<file path="src/rtl/seg7_pkg.sv">
// seg7_pkg: shared 7-segment types, active-low digit patterns and monitor states.
package seg7_pkg;
  typedef logic [3:0] digit_t;
  typedef logic [6:0] seg_t;
  localparam seg_t SEG7_PATTERN [10] = '{
    7'b1000000, 7'b1111001, 7'b0100100, 7'b0110000, 7'b0011001,
    7'b0010010, 7'b0000010, 7'b1111000, 7'b0000000, 7'b0010000
  };
  localparam seg_t SEG_BLANK = 7'h7F;
  typedef enum logic [1:0] {SEARCH, TRACK, LOCKED} mon_state_t;
endpackage

</file>
<file path="src/rtl/seg7_decode.sv">
// seg7_decode: active-low 7-segment pattern to digit, with a legal-pattern flag.
module seg7_decode
  import seg7_pkg::*;
(
  input  logic [6:0] seg,
  output logic [3:0] digit,
  output logic       legal
);
  always_comb begin
    digit = '0;
    legal = 1'b0;
    for (int i = 0; i < 10; i++) begin
      if (seg == SEG7_PATTERN[i]) begin
        digit = 4'(i);
        legal = 1'b1;
      end
    end
  end
endmodule

</file>
<file path="src/rtl/seg7_sequence_monitor.sv">
// seg7_sequence_monitor: glitch-filtered 7-segment read-back that tracks a programmed digit sequence.
// Define SEG7_MON_REVERSE_EN to accept a direction reversal while locked as a legal step.
module seg7_sequence_monitor
  import seg7_pkg::*;
#(
  parameter int          NUM_DIGITS    = 5,
  parameter logic [31:0] SEQ           = 32'h00052849,
  parameter int          STABLE_CYCLES = 4
) (
  input  logic        clk,
  input  logic        reset,
  input  logic [6:0]  seg_n,
  output logic [3:0]  digit,
  output logic        digit_valid,
  output logic        locked,
  output logic [2:0]  position,
  output logic        dir_fwd,
  output logic        err,
  output logic [7:0]  err_count,
  output logic [15:0] step_count
);
`ifdef SEG7_MON_REVERSE_EN
  localparam bit REVERSE_EN = 1'b1;
`else
  localparam bit REVERSE_EN = 1'b0;
`endif
  localparam int CW = $clog2(STABLE_CYCLES);
  localparam logic [CW-1:0] CNT_MAX = CW'(STABLE_CYCLES - 1);
  localparam logic [CW-1:0] CNT_PRE = CW'(STABLE_CYCLES - 2);
  localparam logic [2:0] LAST = 3'(NUM_DIGITS - 1);

  seg_t seg_q, acc;
  logic [CW-1:0] cnt;
  mon_state_t state, state_d;
  digit_t dec;
  logic legal, same, accept, hit, dir_d, err_d;
  logic [2:0] idx, nxt, prv, exp_pos, rev_pos, pos_d;
  logic [7:0] err_count_d;
  logic [15:0] step_count_d;

  // index 0 lives in the highest used nibble
  function automatic digit_t seq_at(logic [2:0] i);
    return SEQ[(NUM_DIGITS - 1 - int'(i)) * 4 +: 4];
  endfunction

  seg7_decode u_decode (.seg(seg_q), .digit(dec), .legal(legal));

  // accept on the edge that completes STABLE_CYCLES identical samples
  assign same = seg_n == seg_q;
  assign accept = same && cnt >= CNT_PRE && seg_q != acc;
  assign locked = state == LOCKED;
  assign nxt = position == LAST ? 3'd0 : position + 3'd1;
  assign prv = position == 3'd0 ? LAST : position - 3'd1;
  assign exp_pos = dir_fwd ? nxt : prv;
  assign rev_pos = dir_fwd ? prv : nxt;

  always_comb begin
    hit = 1'b0;
    idx = '0;
    for (int i = 0; i < NUM_DIGITS; i++) begin
      if (legal && seq_at(3'(i)) == dec) begin
        hit = 1'b1;
        idx = 3'(i);
      end
    end
  end

  always_comb begin
    state_d = state;
    pos_d = position;
    dir_d = dir_fwd;
    err_d = 1'b0;
    err_count_d = err_count;
    step_count_d = step_count;
    if (accept) begin
      case (state)
        SEARCH: begin
          state_d = hit ? TRACK : SEARCH;
          pos_d = hit ? idx : position;
        end
        TRACK: begin
          if (hit && idx == nxt) begin
            state_d = LOCKED;
            pos_d = nxt;
            dir_d = 1'b1;
          end else if (hit && idx == prv) begin
            state_d = LOCKED;
            pos_d = prv;
            dir_d = 1'b0;
          end else if (hit) begin
            pos_d = idx;
          end else begin
            state_d = SEARCH;
          end
        end
        LOCKED: begin
          if (hit && idx == exp_pos) begin
            pos_d = exp_pos;
            step_count_d = step_count + 16'd1;
          end else if (REVERSE_EN && hit && idx == rev_pos) begin
            pos_d = rev_pos;
            dir_d = !dir_fwd;
            step_count_d = step_count + 16'd1;
          end else begin
            err_d = 1'b1;
            err_count_d = err_count == 8'hFF ? err_count : err_count + 8'd1;
            state_d = SEARCH;
          end
        end
        default: state_d = SEARCH;
      endcase
    end
  end

  always_ff @(posedge clk) begin
    if (reset) begin
      seg_q <= SEG_BLANK;
      acc <= SEG_BLANK;
      cnt <= '0;
      state <= SEARCH;
      digit <= '0;
      digit_valid <= 1'b0;
      position <= '0;
      dir_fwd <= 1'b0;
      err <= 1'b0;
      err_count <= '0;
      step_count <= '0;
    end else begin
      seg_q <= seg_n;
      cnt <= !same ? '0 : cnt == CNT_MAX ? cnt : cnt + CW'(1);
      acc <= accept ? seg_q : acc;
      digit <= accept && legal ? dec : digit;
      digit_valid <= accept && legal;
      state <= state_d;
      position <= pos_d;
      dir_fwd <= dir_d;
      err <= err_d;
      err_count <= err_count_d;
      step_count <= step_count_d;
    end
  end
endmodule

</file>
<file path="config.mk">
export PLATFORM = sky130hd
export DESIGN_NAME = seg7_sequence_monitor
export DESIGN_NICKNAME = d
export VERILOG_FILES = /design/src/rtl/seg7_pkg.sv /design/src/rtl/seg7_decode.sv /design/src/rtl/seg7_sequence_monitor.sv
export SDC_FILE = /design/constraint.sdc
export NUM_CORES = 1
export LEC_CHECK = 0
export BUFFER_PORTS_ARGS = -buffer_cell sky130_fd_sc_hd__buf_2
export CELL_PAD_IN_SITES_DETAIL_PLACEMENT = 1
export CELL_PAD_IN_SITES_GLOBAL_PLACEMENT = 2
export CORE_MARGIN = 5
export CORE_UTILIZATION = 36
export CTS_BUF_LIST = sky130_fd_sc_hd__clkbuf_4
export DETAILED_ROUTE_END_ITERATION = 12
export PLACE_DENSITY_LB_ADDON = 0.1
export SLEW_MARGIN = 20
export SYNTH_ARGS = -nofsm -noshare
export SYNTH_HDL_FRONTEND = slang
export SYNTH_SLANG_ARGS = --single-unit
</file>
<file path="constraint.sdc">
create_clock -name clk -period 3.8 [get_ports clk]
set_clock_uncertainty 0.1 [all_clocks]
set_input_delay 0.38 -clock clk [delete_from_list [all_inputs] [get_ports clk]]
set_output_delay 0.38 -clock clk [all_outputs]
set_load 0.02 [all_outputs]
</file>
==> summary.md <==
| Metric | Value |
|---|---|
| Status | finished clean |
| Initial detailed-routing violation count | 80 |
| Worst-case clock buffer depth | 2 |
| GRT Util Overall | 0.153 |
| Seq/Total Area, Yosys | 0.326 |
| CP max FO | 15 |
| Vias in the first global route | between 2000 and 3000 |
| CP Data Required Time | 4.01 ns |
| CP max stage cell | dfxtp_1 |
| Congestion Overflow GR | 0 |
| Detailed Routing Iterations Pass 1 | 4 |
| Worst skew pair latency | 0.38 ns |
| Fin. max-slew vios | 0 |
| Final setup fails | 0 |
| Setup TNS | 0 ns |
| Ports | 44 |
| DIE WIDTH | around 100 µm |
| Post-synthesis average cell area | ~8.6 µm² |
| Worst relative slew slack | 0.314 |
| Ys async rst share | 0 |
| Synth warn | 0 |
| RePlAce Congestion | 0.777 |
| Ratio of cells with drive above 1 in the final layout | 0.197 |
| Sink Count | 52 |
| Post-CTS Repair Setup Buffers | 0 |
| Worst VDD drop | 0.114 mV |
| Antenna cells | 0 |
| Clock transition at path regs | between 0.15 and 0.2 ns |
| Root buffer cell | clkbuf_4 |
| Worst slew pin tran | approximately 1.0 ns |
| R2R Path Start | position[0] |
| Initial antenna violation count | 0 |
| Type of origin of the critical path | flip-flop |
| RSZ-0062 raised after global routing | no |
| Worst min path class | in -> reg |
| Largest delay share family, worst path | simple AND/OR/NAND/NOR gates |
| Layout net count | approximately 430 |
| Die area | about 11000 µm² |
| Critical path arrival | approximately 3.6 ns |
| Layout area overhead | 10.2% |
| Hold Buf Count CTS | 0 |
| FP Rows | 34 |
| First-pass GRT wire length | ~14000 µm |
| Post-CTS resize count | 0 |
| Tot Pwr | 881 µW |
| WL/cell | between 15 and 20 µm |
| Start point of the critical path | position[0] |
| Port bufs | 43 |
| Final Hold Fails | 0 |
| Largest net degree at the start of global routing | between 40 and 50 |
| Static Leak | 1.39 nW |
| Cell repeated most along the worst path | ha_1 |
| Residual DRC | 0 |
| Cell count after synthesis | around 370 |
| Post-Syn Area | approximately 3200 µm² |
| Crit path buffers/inverters | 1 |
| DR vias | between 2000 and 3000 |
| Top FF cell, synth | dfxtp_1 |
| Worst-path cell chain | inv_1 > ha_1 > ha_1 > nand2b_1 > o22a_1 > mux2i_1 > a2111oi_4 > and4_1 > nand3_4 > or3_1 > a21oi_1 |
| Inserted Clock Buffers | 5 |
| Detail Placement HPWL | about 6000 µm |
| CTS tree | built |
| # H-tree levels | 2 |
| Netlist cell types | 62 |
| Antenna viol nets, final | 0 |
| CP max stage delay | around 0.44 ns |
| Fmax | 0.296 GHz |
| Die Ht | 104 µm |
| Yosys reg bits | between 50 and 60 |
| Crit. End Element | flip-flop |
| EDFF count, synth | 0 |
| Total wire length | between 8000 and 9000 µm |
| Syn nets | 393 |
| Min cycle time layout | roughly 3.4 ns |
| Via/cell ratio | 5.24 |
| Cell area power density | about 250 nW/µm² |
| MaxCap Viol Count | 0 |
| Fin crit share | 0.888 |
| Hold Path Origin | seg_n[3] |
| Starting density of the core | 0.368 |
| Core ar. | around 8700 µm² |
| Kind of critical path | reg -> reg |
layout make-up:
| type | count | area (µm²) |
|---|---|---|
| well taps | 108 | 135 |
| inverters | 15 | 56.3 |
| clock inverters | 3 | 21.3 |
| multi-input cells | 286 | 1990 |
| flip-flops and latches | 52 | 1040 |
| repair buffers | 46 | 238 |
| clock buffers | 5 | 37.5 |
| fillers | 1062 | 5160 |
synthesized netlist by cell type (9+ instances only):
cell      number  share of area
dfxtp_1       52           0.33
nand2_1       35          0.041
ha_1          12          0.047
inv_1         15          0.018
xnor2_1       24          0.066
nand3_1       12          0.019
mux2i_1        9          0.028
clkbuf_1       9          0.011
nor2_1        41          0.048
xor2_1        16          0.044
a21oi_1       16          0.025
routing by layer:
metal	GRT usage	routed length, µm
met2	0.258	3850
met3	0.0292	244
met1	0.202	4030
met4	0.0333	78
met5	0	0
placed cells by master (no fill, tap or decap), types with 3 or more instances in the layout:
cell type	Yosys	layout
mux2i_1	9	9
inv_1	15	15
clkbuf_4	0	5
nor3_2	7	7
or3_1	5	5
o31ai_1	3	3
or2_2	7	7
o21ai_0	8	8
nand2b_1	7	7
xnor2_1	24	24
and3_1	6	6
a211o_1	3	3
nand3b_1	8	8
nand2_1	35	35
a21oi_1	16	16
ha_1	12	12
buf_4	1	3
nand3_1	12	12
nor2_1	41	41
nor4_1	3	3
nor3_1	7	7
xor2_1	16	16
o22ai_1	3	3
nor2b_1	4	4
nand4_1	7	7
buf_2	6	43
dfxtp_1	52	52
worst paths after layout:
kind / end / slack (ns) / cells past startpoint
worst max-delay path: step_count[8] / 0.43 / 11
worst max register to register: step_count[8] / 0.43 / 11
worst min-delay path: seg_q[3] / 0.1 / 2
worst min register to register: digit[1] / 0.37 / 2
flip-flops by register name (all words and copies together) (netlist names):
register and count:
step_count 16, err_count 8, acc 7, seg_q 7, digit 4, position 3, cnt 2, state 2
digit_valid 1, dir_fwd 1, err 1
where the power goes:
part | switching [mW] | total [mW] | internal, mW
registers | 0.0165 | 0.566 | 0.550
clock network | 0.194 | 0.268 | 0.0738
logic | 0.0250 | 0.0466 | 0.0216
through the flow:
step	hold WS [ns]	std cells	util	cell area, µm²	setup WS, ns
3_5_place_dp	0.361	507	0.399	3460	0.399
3_3_place_gp	0.351	507	0.399	3460	0.492
4_1_cts	0.0801	515	0.405	3520	0.391
6_report	0.0959	515	0.405	3520	0.426
2_1_floorplan	0.356	372	-	3190	0.632
5_1_grt	0.0733	515	0.405	3520	0.0452
kinds of logic after synthesis:
kind of cell,Yosys count,synth area share
buffers and inverters,34,0.0506
adder cells (fa/ha/maj),12,0.0471
AND/OR/NAND/NOR,162,0.277
AO/OA/AOI/OAI,61,0.154
multiplexers,11,0.0353
XOR/XNOR,40,0.110
flip-flops,52,0.326
No activity file was read; power rests on OpenSTA's default activity.
